**src/rtl/zero_counter_seq_if.sv**
```systemverilog
// Handshake bundle for the sequential zero counter.
// The producer and consumer side (master) drives the word and mode and takes the result.
// The counter (slave) reports readiness, the result and its busy status.
interface zero_counter_seq_if #(
  parameter int WIDTH = 8
) ();
  localparam int CW = $clog2(WIDTH + 1);

  logic             in_valid;
  logic             in_ready;
  logic [WIDTH-1:0] a;
  logic [1:0]       mode;
  logic             out_valid;
  logic             out_ready;
  logic [CW-1:0]    b;
  logic             busy;

  modport master (
    output in_valid, a, mode, out_ready,
    input  in_ready, out_valid, b, busy
  );

  modport slave (
    input  in_valid, a, mode, out_ready,
    output in_ready, out_valid, b, busy
  );
endinterface

```
**src/rtl/zero_counter_seq.sv**
```systemverilog
// Sequential zero counter. It accepts a WIDTH-bit word, scans it LANE bits per
// clock starting at the LSB, and then holds the count until the consumer takes it.
// The supported counts are zeros, ones, leading zeros and trailing zeros.
// A leading-zero request is turned into a trailing-zero scan by bit-reversing
// the word when it is accepted.
module zero_counter_seq #(
  parameter int WIDTH = 8,
  parameter int LANE  = 2
) (
  input  logic          clk,
  input  logic          rst,
  zero_counter_seq_if.slave bus
);
  localparam int CW = $clog2(WIDTH + 1);
  localparam int N  = WIDTH / LANE;
  localparam int IW = (N > 1) ? $clog2(N) : 1;

  typedef enum logic [1:0] {
    IDLE = 2'd0,
    SCAN = 2'd1,
    DONE = 2'd2
  } state_t;

  state_t           state, state_n;
  logic             accept;
  logic             last;

  logic [WIDTH-1:0] word;
  logic [1:0]       mode_r;
  logic [IW-1:0]    idx;
  logic             stop;
  logic [CW-1:0]    acc;
  logic [CW-1:0]    b_r;

  logic [WIDTH-1:0] rev;
  logic [WIDTH-1:0] shifted;
  logic [LANE-1:0]  chunk;
  logic [CW-1:0]    add;
  logic             stop_n;
  logic [CW-1:0]    acc_n;

  assign last = (idx == IW'(N - 1));

  // State register; reset returns to IDLE and drops any in-flight word
  always_ff @(posedge clk) begin
    if (rst) state <= IDLE;
    else     state <= state_n;
  end

  // Next-state logic and handshake decode
  always_comb begin
    state_n = state;
    accept  = 1'b0;
    case (state)
      IDLE: begin
        if (bus.in_valid) begin
          accept  = 1'b1;
          state_n = SCAN;
        end
      end
      SCAN: begin
        if (last) state_n = DONE;
      end
      DONE: begin
        if (bus.out_ready) state_n = IDLE;
      end
      default: state_n = IDLE;
    endcase
  end

  assign bus.in_ready  = (state == IDLE);
  assign bus.out_valid = (state == DONE);
  assign bus.busy      = (state != IDLE);
  assign bus.b         = b_r;

  // Bit-reversed copy of the incoming word, used for leading-zero requests
  always_comb begin
    rev = '0;
    for (int i = 0; i < WIDTH; i++) rev[i] = bus.a[WIDTH-1-i];
  end

  // Per-chunk contribution. The trailing-zero scan walks LSB upward and freezes at the first one.
  always_comb begin
    shifted = word >> (idx * LANE);
    chunk   = shifted[LANE-1:0];
    add     = '0;
    stop_n  = stop;
    for (int i = 0; i < LANE; i++) begin
      case (mode_r)
        2'b00: if (!chunk[i]) add = add + CW'(1);
        2'b01: if (chunk[i])  add = add + CW'(1);
        default: begin
          if (!stop_n) begin
            if (chunk[i]) stop_n = 1'b1;
            else          add    = add + CW'(1);
          end
        end
      endcase
    end
    acc_n = acc + add;
  end

  // Datapath: latch on acceptance, accumulate during SCAN, publish on the last chunk
  always_ff @(posedge clk) begin
    if (rst) begin
      word   <= '0;
      mode_r <= 2'b00;
      idx    <= '0;
      stop   <= 1'b0;
      acc    <= '0;
      b_r    <= '0;
    end else if (accept) begin
      word   <= (bus.mode == 2'b10) ? rev : bus.a;
      mode_r <= (bus.mode == 2'b10) ? 2'b11 : bus.mode;
      idx    <= '0;
      stop   <= 1'b0;
      acc    <= '0;
    end else if (state == SCAN) begin
      acc  <= acc_n;
      stop <= stop_n;
      idx  <= idx + IW'(1);
      if (last) b_r <= acc_n;
    end
  end
endmodule

```
**src/flat_wrapper.sv**
```systemverilog
// flat-port wrapper written by rule: the top's interface ports become plain ports
module zero_counter_seq_flat 
#(
  parameter int WIDTH = 8,
  parameter int LANE  = 2
)
  (clk, rst, bus_in_valid, bus_a, bus_mode, bus_out_ready, bus_in_ready, bus_out_valid, bus_b, bus_busy);
  zero_counter_seq_if #(.WIDTH(WIDTH)) bus_i ();
  input  logic clk;
  input  logic rst;
  input wire logic [$bits(bus_i.in_valid)-1:0] bus_in_valid;
  input wire logic [$bits(bus_i.a)-1:0] bus_a;
  input wire logic [$bits(bus_i.mode)-1:0] bus_mode;
  input wire logic [$bits(bus_i.out_ready)-1:0] bus_out_ready;
  output wire logic [$bits(bus_i.in_ready)-1:0] bus_in_ready;
  output wire logic [$bits(bus_i.out_valid)-1:0] bus_out_valid;
  output wire logic [$bits(bus_i.b)-1:0] bus_b;
  output wire logic [$bits(bus_i.busy)-1:0] bus_busy;
  assign bus_i.in_valid = bus_in_valid;
  assign bus_i.a = bus_a;
  assign bus_i.mode = bus_mode;
  assign bus_i.out_ready = bus_out_ready;
  assign bus_in_ready = bus_i.in_ready;
  assign bus_out_valid = bus_i.out_valid;
  assign bus_b = bus_i.b;
  assign bus_busy = bus_i.busy;
  zero_counter_seq #(.WIDTH(WIDTH), .LANE(LANE)) u_core (.clk(clk), .rst(rst), .bus(bus_i));
endmodule
```
**config.mk**
```make
export PLATFORM = sky130hd
export DESIGN_NAME = zero_counter_seq_flat
export DESIGN_NICKNAME = d
export VERILOG_FILES = /design/src/rtl/zero_counter_seq_if.sv /design/src/rtl/zero_counter_seq.sv /design/src/flat_wrapper.sv
export SDC_FILE = /design/constraint.sdc
export NUM_CORES = 1
export LEC_CHECK = 0
export ABC_CLOCK_PERIOD_IN_PS = 4400
export CORE_MARGIN = 3
export CORE_UTILIZATION = 51
export CTS_CLUSTER_DIAMETER = 200
export DETAILED_ROUTE_END_ITERATION = 10
export PLACE_DENSITY = 0.78
export SLEW_MARGIN = 10
export SYNTH_ARGS = -nofsm -noshare
export SYNTH_HDL_FRONTEND = slang
export SYNTH_SLANG_ARGS = --single-unit
```
**constraint.sdc**
```tcl
create_clock -name clk -period 4.4 [get_ports clk]
set_input_delay 0.88 -clock clk [delete_from_list [all_inputs] [get_ports clk]]
set_output_delay 0.88 -clock clk [all_outputs]
set_load 0.02 [all_outputs]
```
==> results.ini, run 1 <==
[setup_path]
rr_endpoint=u_core.acc[2]$_SDFFE_PP0N_
crit_required_ns=4.67
path_class=reg -> reg
path_cells=mux4_2 > or3b_1 > o21ai_0 > ha_1 > mux2_2 > o22ai_2 > ha_1 > inv_1 > fa_1 > or3_1 > a21oi_1
cp_slowest_cell=mux4_2
rr_worst_depth=11
reg2reg_from=u_core.idx[1]$_SDFFE_PP0N_
cpMostUsedCell=ha_1
worst-path-max-fanout=4
worst_path_largest_cell_delay_ns=0.57
worstPathArrival_ns=3.73
cp-start-kind=register
cp-end-kind=register
rrSetupSlack_ns=0.94

[detailed_routing]
vias=939
drt-initial-drc-count=13
drc=0
vias_per_cell=5.66
wl_um=2330
wl_per_cell_um=14.0
ant_nets=0
drt-pass1-iter-count=4

[global_route]
first_global_vias=873
grt-ovfl-total=0
antenna_found_initial=0
grt_max_degree=13
grt_first_pass_wirelength_um=3870
grt_usage_pct=18.7

[floorplanning]
die_w_um=54.1
core_um2=2080
top_level_ports=21
die_h_um=54.1
start_util_pct=56.7
dieArea_um2=2930
rows=16

[yosys]
seq_area_frac_synth_pct=39.0
synthTopCellsByArea=dfxtp_1 39%, mux2i_1 11%, o2bb2ai_1 6.7%
synthCells=121
yosys.cell_types.count=33
yosysMostFrequentCell=dfxtp_1
synthTopCellsByCount=23 x dfxtp_1, 13 x mux2i_1, 13 x nor2_1
synth_top_family_by_area=multiplexers
netlist.area_leader.share_pct=39.0
synthXorXnorAreaFrac_pct=2.23
yosys.area_share.simple_pct=15.6
avgSynthCellArea_um2=9.75
yosysWarnings=0
syn_area_um2=1180
synthMuxAreaShare_pct=16.1
synth_area_leader_cell=dfxtp_1
async_reset_ff_share_pct=0
synth_compound_area_share_pct=15.9
ys_ff_latch=23
synth_edf_count=0
synth_fa_ha_area_share_pct=7.00
ys.flop_type=dfxtp_1
syn_nets=141

[placement]
port_buffers=20
gp_congestion=0.782
placed_area_um2=1390
dp_hpwl_um=1770

[sta]
fin_crit_ns=3.46
period_share_pct=78.7
slew_violations=0
hold_viol_final=0
grt_setup_unrepaired=no
whs_ns=0.471
tns_ns=0
max_freq_mhz=289
relSlewSlack_pct=59.1
worstMarginPinSlew_ns=0.612
setup_viol=0
skew_ns=0.00890

[clock_network]
post-cts-setup-buffer-count=0
cts_root_buffer=clkbuf_4
hold_buffers=0
cts_resized=0
clk_pin_slew_ns=0.13
numCtsBuffers=3
clk_latency_ns=0.32
h-tree-depth=1
cts_sinks=23
clock_path_buffers=2
cts_tree=done

[final_layout]
syn_to_final_growth_pct=20.1
num_antenna_cells=0
drive_gt1_share_pct=6.47
final_area_um2=1420
nets=160

[run]
maxCapViolCount=0

[power_and_ir_drop]
irDropWorstVdd_mv=0.259
leakage_nw=0.534
powerDensity_nw_per_um2=297

[min_path]
hold_depth=2
worstHoldPathType=reg -> reg
hp-start=u_core.acc[0]$_SDFFE_PP0N_
hold_path_end=u_core.acc[0]$_SDFFE_PP0N_

[status]
outcome=completed

[critical path: cells and delay by family, from the launching register on]
family,cells,cell delay [ns]
fa+ha+maj,3,0.93
mux,2,0.85
compound gates,3,0.41
flops,1,0.42
simple gates,2,0.76
buf+inv,1,0.06
[sequential cells by signal, indices dropped and copies added, names as in the netlist]
register       cells
u_core.mode_r      2
u_core.acc         4
u_core.state       2
u_core.word        8
u_core.stop        1
u_core.idx         2
u_core.bus.b       4
[stage by stage]
stage / instances / worst slack, ns / util [%] / power, mW
after detailed placement: 162 / 0.964 / 66.8 / 0.324
after global routing: 166 / 0.771 / 68.1 / 0.445
after global placement: 162 / 1.09 / 66.8 / 0.320
after floorplan: 121 / 1.14 / - / 0.294
after CTS: 166 / 0.925 / 68.1 / 0.424
final: 166 / 0.937 / 68.1 / 0.421
[cells by family (layout without fill, tap and decap cells)]
kind of cell	after synthesis	count (layout)
buffers and inverters	13	31
XOR/XNOR	3	3
flip-flops	23	23
AND/OR/NAND/NOR	34	34
adder cells (fa/ha/maj)	6	6
multiplexers	16	16
AO/OA/AOI/OAI	26	26
[worst max-delay path by stage]
stage	slack [ns]	cells past startpoint	endpoint	startpoint
finish	0.94	11	u_core.acc[2]$_SDFFE_PP0N_	u_core.idx[1]$_SDFFE_PP0N_
global route	0.77	11	u_core.acc[2]$_SDFFE_PP0N_	u_core.idx[1]$_SDFFE_PP0N_
CTS	0.93	11	u_core.acc[2]$_SDFFE_PP0N_	u_core.idx[1]$_SDFFE_PP0N_
detailed placement	0.96	11	u_core.acc[2]$_SDFFE_PP0N_	u_core.idx[1]$_SDFFE_PP0N_
global placement	1.09	11	u_core.acc[2]$_SDFFE_PP0N_	u_core.idx[1]$_SDFFE_PP0N_
floorplan	1.14	11	u_core.acc[2]$_SDFFE_PP0N_	u_core.idx[1]$_SDFFE_PP0N_
[power by group]
| group | internal (mW) | switching, mW |
|---|---|---|
| clock network | 0.0355 | 0.0665 |
| registers | 0.218 | 0.00887 |
| logic | 0.0477 | 0.0447 |
| total | 0.301 | 0.120 |
[routing by layer]
metal	wire length, µm	global-route usage, %	vias up
met5	0	0	-
met4	25	4.98	0
met3	103	5.82	4
met2	1140	31.7	13
met1	1060	22.9	446
li1	-	-	476
[layout make-up]
| class | count | area [µm²] |
|---|---|---|
| clock buffer | 4 | 26.3 |
| fill | 173 | 664 |
| inverter | 7 | 26.3 |
| multi-input combinational | 85 | 671 |
| sequential | 23 | 460 |
| tap | 27 | 33.8 |
| timing repair buffer | 20 | 200 |
[layout by cell type (no fill, tap or decap), drive strengths merged, types with 4 or more instances in the layout]
cell / n
dfxtp: 23
clkdlybuf4s50: 20
mux2i: 13
nor2: 13
o2bb2ai: 9
inv: 7
a21oi: 7
ha: 5
nand2: 4
clkbuf: 4
Power figures use the tool's default switching activity.
==> run 2, diff against run 1 <==
ABC_CLOCK_PERIOD_IN_PS = 3600   (was 4400)
clock period = 3.6 ns   (was 4.4 ns; I/O delays follow)
==> results.ini, run 2 (synthesis results as in run 1) <==
[clock_network]
clk_latency_ns=0.32  ; about the same
cts_tree=done
clock_path_buffers=2  ; unchanged
cts_sinks=23  ; unchanged
hold_buffers=0  ; unchanged
numCtsBuffers=3  ; unchanged
h-tree-depth=1  ; unchanged
cts_root_buffer=clkbuf_4
clk_pin_slew_ns=0.13  ; about the same

[global_route]
grt_usage_pct=18.7  ; unchanged
first_global_vias=873  ; unchanged
antenna_found_initial=0  ; unchanged
grt_first_pass_wirelength_um=3870  ; unchanged
grt-ovfl-total=0  ; unchanged
grt_max_degree=13  ; unchanged

[power_and_ir_drop]
seqPwrFrac_pct=53.8  ; about the same
comb_power_share_pct=21.9  ; about the same
clockPowerShare_pct=24.2  ; about the same
p_sw_share_pct=28.5  ; about the same
leakage_nw=0.534  ; about the same
p_int_mw=0.368  ; +22%
irDropWorstVdd_mv=0.315  ; +22%
switchingPower_mw=0.147  ; +22%
powerDensity_nw_per_um2=363  ; +22%

[detailed_routing]
wl_per_cell_um=13.9  ; -0.94%
ant_nets=0  ; unchanged
drt-initial-drc-count=15  ; +2
vias_per_cell=5.64  ; -0.21%
wl_um=2310  ; -0.94%
drc=0  ; unchanged
drt-pass1-iter-count=6  ; +2
vias=937  ; -0.21%

[sta]
tns_ns=0  ; unchanged
setup_viol=0  ; unchanged
hold_viol_final=0  ; unchanged
fin_crit_ns=3.41  ; -0.0482 ns
max_freq_mhz=293  ; +1.4%
relSlewSlack_pct=58.6  ; -0.46 points
skew_ns=0.00785  ; -0.00104 ns
period_share_pct=94.8  ; +16 points
grt_setup_unrepaired=no
worstMarginPinSlew_ns=0.619  ; +0.00685 ns
slew_violations=0  ; unchanged

[setup_path]
path_cells=mux4_2 > or3b_1 > o21ai_0 > ha_1 > mux2_2 > o22ai_2 > ha_1 > inv_1 > fa_1 > or3_1 > a21oi_1
cp-end-kind=register
startpoint=u_core.idx[1]$_SDFFE_PP0N_
path_class=reg -> reg
worst_path_largest_cell_delay_ns=0.55  ; -0.02 ns
cpMostUsedCell=ha_1
rr_endpoint=u_core.acc[2]$_SDFFE_PP0N_
reg2reg_from=u_core.idx[1]$_SDFFE_PP0N_
worst-path-max-fanout=4  ; unchanged
crit_required_ns=3.87  ; -0.80 ns
cp_slowest_cell=mux4_2
worstPathArrival_ns=3.68  ; -0.05 ns
rr_worst_depth=11  ; unchanged
rrSetupSlack_ns=0.19  ; -0.75 ns
cp-start-kind=register

[final_layout]
top_register=u_core.word
drive_gt1_share_pct=7.19  ; +0.72 points
final_cells=166  ; unchanged
num_antenna_cells=0  ; unchanged
regArea_um2=462  ; +0.27%
syn_to_final_growth_pct=20.3  ; about the same
final_common_cell=dfxtp_1
nFillCells=174  ; +0.58%
nets=160  ; unchanged
multi_input_area_um2=671  ; unchanged
largest_reg_flops=8  ; unchanged
final_cell_mix=22 x dfxtp_1, 20 x clkdlybuf4s50_1, 13 x mux2i_1, 13 x nor2_1, 9 x o2bb2ai_1

[min_path]
hp-start=u_core.acc[0]$_SDFFE_PP0N_
hold_depth=2  ; unchanged
worstHoldPathType=reg -> reg
hold_path_end=u_core.acc[0]$_SDFFE_PP0N_

[placement]
dpl.cell_count=162  ; unchanged
port_buffers=20  ; unchanged
dp_hpwl_um=1770  ; unchanged
gp_congestion=0.782  ; unchanged

[floorplanning]
start_util_pct=56.7  ; unchanged
core_um2=2080  ; unchanged
dieArea_um2=2930  ; unchanged
rows=16  ; unchanged
top_level_ports=21  ; unchanged
die_w_um=54.1  ; unchanged
die_h_um=54.1  ; unchanged

[status]
outcome=completed

[run]
maxCapViolCount=0  ; unchanged

==> run 2: cell counts in the layout (fill, tap and decap cells not counted) <==
Identical to the previous run, type by type.
==> run 2: power groups by stage <==
stage | clock, mW | combinational (mW) | sequential (mW)
floorplan | 0 | 0.0798 | 0.280
global placement | 0 | 0.108 | 0.282
detailed placement | 0 | 0.113 | 0.283
CTS | 0.128 | 0.114 | 0.277
global route | 0.137 | 0.127 | 0.279
finish | 0.125 | 0.113 | 0.277
==> run 2: final cells by class <==
cell class,instances,area share (%)
timing repair buffer,20,14.1
inverter,7,1.85
clock buffer,4,1.85
sequential,23,32.5
tap,27,2.38
multi-input combinational,85,47.3
==> run 2: critical path: cells and delay by family (launching register included) <==
kind | cells | cell delay [ns]
buf+inv | 1 | 0.06
fa+ha+maj | 3 | 0.93
compound gates | 3 | 0.41
flops | 1 | 0.38
mux | 2 | 0.83
simple gates | 2 | 0.76
==> run 2: per-layer routing <==
metal  track usage (%)  wire length (µm)  vias to the layer above
li1                  -                 -                      475
met1              22.9              1090                      449
met2              31.7              1120                        9
met3              5.82                79                        4
met4              4.98                23                        0
met5                 0                 0                        -
==> run 2: per-stage QoR <==
step | hold slack (ns) | area, µm² | power (mW) | setup WS [ns] | utilization (%)
after global placement | 0.450 | 1390 | 0.391 | 0.286 | 66.8
final | 0.470 | 1420 | 0.515 | 0.186 | 68.1
after detailed placement | 0.454 | 1390 | 0.396 | 0.164 | 66.8
after CTS | 0.473 | 1420 | 0.519 | 0.125 | 68.1
after floorplan | 0.424 | 1180 | 0.359 | 0.341 | -
after global routing | 0.491 | 1420 | 0.544 | 0.0310 | 68.1
==> run 2: how the worst max path moves through the flow <==
stage	end	slack, ns
2_1_floorplan	u_core.acc[2]$_SDFFE_PP0N_	0.34
6_report	u_core.acc[2]$_SDFFE_PP0N_	0.19
5_1_grt	u_core.acc[2]$_SDFFE_PP0N_	0.03
3_5_place_dp	u_core.acc[2]$_SDFFE_PP0N_	0.16
4_1_cts	u_core.acc[2]$_SDFFE_PP0N_	0.13
3_3_place_gp	u_core.acc[2]$_SDFFE_PP0N_	0.29
==> run 2: repair_timing <==
action | CTS | global route
endpoints found under the setup margin | 0 | 1
setup buffers | 0 | 0
resized for setup | 0 | 1
==> RTL edit 1: new RTL, config.mk and constraints of run 1 <==
Reset style: asynchronous (`rst`), changed in 2 clocked blocks.
--- a/src/rtl/zero_counter_seq.sv
+++ b/src/rtl/zero_counter_seq.sv
@@ -43,5 +43,5 @@
 
   // State register; reset returns to IDLE and drops any in-flight word
-  always_ff @(posedge clk) begin
+  always_ff @(posedge clk or posedge rst) begin
     if (rst) state <= IDLE;
     else     state <= state_n;
@@ -102,5 +102,5 @@
 
   // Datapath: latch on acceptance, accumulate during SCAN, publish on the last chunk
-  always_ff @(posedge clk) begin
+  always_ff @(posedge clk or posedge rst) begin
     if (rst) begin
       word   <= '0;
Formal check against the unedited RTL: differs if rst is asserted again (counterexample within 4 cycles, from zero or initial values and one cycle with rst high); with rst held inactive, the same outputs for 10 cycles.
==> RTL edit 1 against run 1 <==
Area after synthesis rose by 2.4%; non-clock buffer count rose by 1; final area rose by 2.6%; routed wire length rose by 3.7%; worst setup slack improved by 150 ps; sequential cell count did not move.
Power is not compared: it rests on default switching activity, and its combinational part moved more than twofold at a synthesized area within 25%.
==> RTL edit 1: results (changes against run 1) <==
The share of async-settable or async-resettable flops after synthesis works out to 100% (+100 points). The number of nets in the layout was 167 (+4.4%). Multi-input combinational area share: 40.4% (-6.9 points). The non-clock buffer share of cell area came out at 14.3% (+0.15 points). For the distinct cell type count of the synthesized netlist, the log shows 25 (-24%). Violation count after the first detailed-routing iteration: 20 (+7).

Ranked by instance count, the synthesized netlist is headed by 28 x sky130_fd_sc_hd__nand2_1, 23 x sky130_fd_sc_hd__dfrtp_1, 13 x sky130_fd_sc_hd__nor2_1. The worst hold path begins at u_core.bus.b[2]$_DFFE_PP0P_. The biggest fanout along the worst timing path is 5 (+1). The area occupied by multi-input gates is 588 um^2 (-12%). The actual slew at the worst max-slew pin works out to 871 ps (+260 ps).

The flow ran to the end, and the final reports show no timing, DRC or antenna violations. The post-synthesis net count was 147 (+4.3%); the routed wire length was 2420 um (+3.7%). The fraction of area in clock buffers and inverters was 1.81% (-0.048 points).

The pin count of the biggest net entering global routing was 27 (+14); the share of post-route cells with drive strength above 1 was 8.22% (+1.7 points). The cell family contributing the most delay on the critical path is multiplexers. Global-route wire length before repair: 4000 um (+3.4%). The run gives 922 (+5.6%) as the number of global-route vias before repair. The tools report the number of sequential cells in the layout as 23 (unchanged). The worst clock skew is 5.41 ps (-3.48 ps).

For the total number of multi-input combinational cells, the log shows 92 (+8.2%). The total area of sequential cells was 576 um^2 (+25%). The signal arrival time at the worst endpoint is 3530 ps (-200 ps), and the end-of-flow core utilization is 65.2% (-2.9 points).
## RTL edit 1: changes by cell type after synthesis, sizes merged, moves of 5 or more
cell	change
mux2i	-12
dfrtp	+23
a31oi	+8
dfxtp	-23
o21ai	+9
a21oi	-5
o2bb2ai	-9
nand2	+24
## RTL edit 1: through the flow
stage | instances | hold slack, ps | power (W)
floorplan | 127 | 485 | 0.000812
global placement | 170 | 465 | 0.000945
detailed placement | 170 | 496 | 0.000992
CTS | 174 | 525 | 0.00109
global route | 174 | 540 | 0.00119
finish | 174 | 517 | 0.00108
## RTL edit 1: per-layer routing
metal  GRT usage [%]  vias to the layer above  wire length, um
li1                -                      470                -
met1            23.8                      463             1040
met2            31.9                       14             1280
met3            2.45                        4               51
met4            8.71                        0               38
met5               0                        -                0
## RTL edit 1: final timing paths
kind	cells past startpoint	slack, ps	to
worst max register to register	9	1090	u_core.bus.b[1]$_DFFE_PP0P_
max in group asynchronous	2	2840	u_core.word[3]$_DFFE_PP0P_
worst min-delay path	2	520	u_core.bus.b[2]$_DFFE_PP0P_
worst max-delay path	9	1090	u_core.bus.b[1]$_DFFE_PP0P_
min in group asynchronous	2	1030	u_core.bus.b[0]$_DFFE_PP0P_
worst min register to register	2	520	u_core.bus.b[2]$_DFFE_PP0P_
## RTL edit 1: cells by family (layout without fill, tap and decap cells)
family / count (synthesis) / in the layout / synth area share [%]
compound gates: 27 / 27 / 13.3
simple gates: 49 / 49 / 17.8
mux: 7 / 7 / 8.59
flops: 23 / 23 / 47.6
xor+xnor: 3 / 3 / 2.17
buf+inv: 12 / 31 / 3.73
fa+ha+maj: 6 / 6 / 6.83
## RTL edit 1: power breakdown
| group | switching (W) | internal [W] |
|---|---|---|
| clock network | 0.0000646 | 0.0000355 |
| registers | 0.0000807 | 0.000311 |
| logic | 0.000304 | 0.000285 |
==> RTL edit 2: new RTL, config.mk and constraints of run 1 <==
Without the edit above. `LANE` is set to 2 in 2 places; all go to 8.
--- a/src/rtl/zero_counter_seq.sv
+++ b/src/rtl/zero_counter_seq.sv
@@ -6,5 +6,5 @@
 module zero_counter_seq #(
   parameter int WIDTH = 8,
-  parameter int LANE  = 2
+  parameter int LANE  = 8
 ) (
   input  logic          clk,
--- a/src/flat_wrapper.sv
+++ b/src/flat_wrapper.sv
@@ -3,5 +3,5 @@
 #(
   parameter int WIDTH = 8,
-  parameter int LANE  = 2
+  parameter int LANE  = 8
 )
   (clk, rst, bus_in_valid, bus_a, bus_mode, bus_out_ready, bus_in_ready, bus_out_valid, bus_b, bus_busy);
Check against the original RTL: not equivalent (a bounded check fails within 4 cycles, from zero or initial values and one cycle with rst high).
==> RTL edit 2 against run 1 <==
The run now ends with negative setup slack left; synthesized cell count grew 150%; hold slack lost 1.5 ps; sequential cell count shrank 1; routed wire length grew to 3.3 times the old value; utilization grew 12 points; power rose to 6.3 times the old value; final area is 150% higher; first-iteration DRC count rose to 18 times the old value; area after synthesis rose by 100%; non-clock buffer count is 94 higher; fmax decreased by 53%; clock power up 61%; worst setup slack worse by 3800 ps; largest cell class unchanged; highest routed layer unchanged.
==> RTL edit 2: results (changes against run 1) <==
Pin count of the biggest net entering global routing: 28 (+15). For the full die area, the log shows 5500 um^2 (+88%). For the signal arrival time at the worst endpoint, the log shows 7490 ps (+3760 ps). The actual slew at the worst max-slew pin came out at 559 ps (-53.1 ps). The slowest stage cell on the critical path is sky130_fd_sc_hd__or4_4. The run gives 2 (unchanged) as the maximum number of buffers from clock root to sink. The detailed-route vias per instance was 6.10 (+7.8%); the count of endpoints failing setup in the final report was 6 (+6). The logs give 5 (+1) for the first-pass detailed-route iteration total and 0 (unchanged) for the leftover overflow at the end of global routing. The clock input transition at the sequential cells of the worst setup and hold paths is 80 ps (-50 ps), and the warning count from the yosys run is 0 (unchanged). The tools report the CTS H-tree depth as 1 (unchanged). The routed wire length was 7650 um (+230%). The post-synthesis net count is 328 (+130%).

The flow ran to the end, but the final reports show violations. The routability congestion estimate is 0.903 (+15%), and the number of global-route vias before repair is 2766 (+220%). For the maximum ir drop on the vdd rail, the log shows 0.513 mV (+99%). The smallest setup slack after layout is -2900 ps (-3830 ps). The largest stage delay on the critical path came out at 450 ps (-120 ps).

The logs give 0 (unchanged) for the number of antenna violations at the first check in global routing and 432 (+170%) for the number of nets in the layout. The final reports fail on negative setup slack. The run gives 1.54 nW (+190%) as the static power due to leakage. The share of post-route cells with drive strength above 1 was 35.8% (+29 points). The share of async-settable or async-resettable flops after synthesis is 0% (unchanged).

The worst clock skew is 6.21 ps (-2.68 ps). The tightest min-delay check is of the flop to flop type. The number of instances resized during post-cts repair was 9 (+9); the number of antenna cells inserted was 0 (unchanged). The total negative setup slack is -15980 ps (-15980 ps). The buffer count from post-CTS setup fixing is 12 (+12), and the detailed-placement wirelength estimate is 5570 um (+210%). The flip-flop count of the largest register after layout works out to 8 (unchanged).

The distinct cell type count of the synthesized netlist is 64 (+94%), and the global-route wire length before repair is 12500 um (+220%). The root buffer cell chosen for the clock tree is sky130_fd_sc_hd__clkbuf_8. Counting instances in the post-synthesis netlist gives the leading cell types as 30 x sky130_fd_sc_hd__nand2_1, 22 x sky130_fd_sc_hd__dfxtp_1, 20 x sky130_fd_sc_hd__nor2_1.

The clock latency of the later-clocked register in the worst-skew pair was 260 ps (-60 ps). The port buffer count is 20 (unchanged). By area the synthesized netlist is led by sky130_fd_sc_hd__dfxtp_1 19%, sky130_fd_sc_hd__ha_1 5.8%, sky130_fd_sc_hd__mux2i_1 5.5%, sky130_fd_sc_hd__nand2_1 4.8%, sky130_fd_sc_hd__nand2b_1 4.2%.

The cell family contributing the most delay on the critical path was adder cells. Global router's overall resource usage: 28.5% (+9.8 points). Sequential area share after synthesis: 18.6% (-20 points).

Ranked by flip-flop count, first place goes to u_core.word. The biggest fanout along the worst timing path came out at 4 (unchanged). The logs give 233 (+220) for the violation count after the first detailed-routing iteration and 3 (unchanged) for the CTS buffer count.
RTL edit 2: cell types whose count changed in the layout (fill, tap and decap cells not counted), sizes merged, moves of 7 or more:
cell / run 1 / this run
nor2: 13 / 20
nand2b: 3 / 16
buf: 0 / 94
nand3: 0 / 7
xnor2: 2 / 13
o21ai: 3 / 21
o2bb2ai: 9 / 1
inv: 7 / 15
nand2: 4 / 30
nor2b: 3 / 14
a21oi: 7 / 18
RTL edit 2: stage by stage:
step	instance area [um^2]	power, W	instances	worst slack, ps	utilization [%]
2_1_floorplan	2500	0.00143	302	-3140	-
3_3_place_gp	3230	0.00204	435	-2710	73.2
3_5_place_dp	3230	0.00211	435	-2930	73.2
4_1_cts	3420	0.00245	451	-2840	77.4
5_1_grt	3540	0.00285	457	-3210	80.1
6_report	3540	0.00265	457	-2900	80.1
RTL edit 2: kinds of logic (layout without fill, tap and decap cells):
kind of cell | after synthesis | in the layout | share of synthesized area (%)
adders and majority gates | 13 | 13 | 7.08
AOI/OAI and AO/OA | 88 | 88 | 26.7
buffers and inverters | 30 | 133 | 5.18
and+or+nand+nor | 112 | 112 | 25.3
muxes | 17 | 17 | 7.40
xor gates and xnor gates | 20 | 20 | 9.83
DFF | 22 | 22 | 18.6
RTL edit 2: power breakdown:
part	internal, W	leakage (nW)	switching [W]
clock	0.0000986	0.0339	0.0000656
combinational	0.00123	1.33	0.00101
sequential	0.000226	0.181	0.0000230
RTL edit 2: layer usage:
layer | up-vias | share of wire [%] | track usage, % | wire length [um]
met5 | - | 0 | 0 | 0
met4 | 0 | 2.2 | 10.5 | 168
met3 | 21 | 4.6 | 2.84 | 354
met2 | 100 | 52 | 51.7 | 3970
met1 | 1343 | 41 | 34.7 | 3160
li1 | 1323 | - | - | -
RTL edit 2: worst min-delay path, cell delays in order, from the launching register on:
cell and delay (ps):
sky130_fd_sc_hd__dfxtp_1 320, sky130_fd_sc_hd__nand2_1 50, sky130_fd_sc_hd__a21oi_1 50
RTL edit 2: area by class of cell:
type                       instances  area [um^2]
fill                             266          877
multi-input combinational        250         2000
inverter                          15         56.3
tap                               52         65.1
sequential                        22          447
timing repair buffer             114          906
clock buffer                       4         66.3
RTL edit 2: path summary, 6_finish.rpt:
| check | slack [ps] | cells after the start | end | start |
|---|---|---|---|---|
| min | 470 | 2 | u_core.bus.b[0]$_SDFFE_PP0P_ | u_core.bus.b[0]$_SDFFE_PP0P_ |
| min reg2reg | 470 | 2 | u_core.bus.b[0]$_SDFFE_PP0P_ | u_core.bus.b[0]$_SDFFE_PP0P_ |
| max | -2900 | 38 | u_core.bus.b[3]$_SDFFE_PP0P_ | u_core.mode_r[1]$_SDFFE_PP0P_ |
| max reg2reg | -2900 | 38 | u_core.bus.b[3]$_SDFFE_PP0P_ | u_core.mode_r[1]$_SDFFE_PP0P_ |
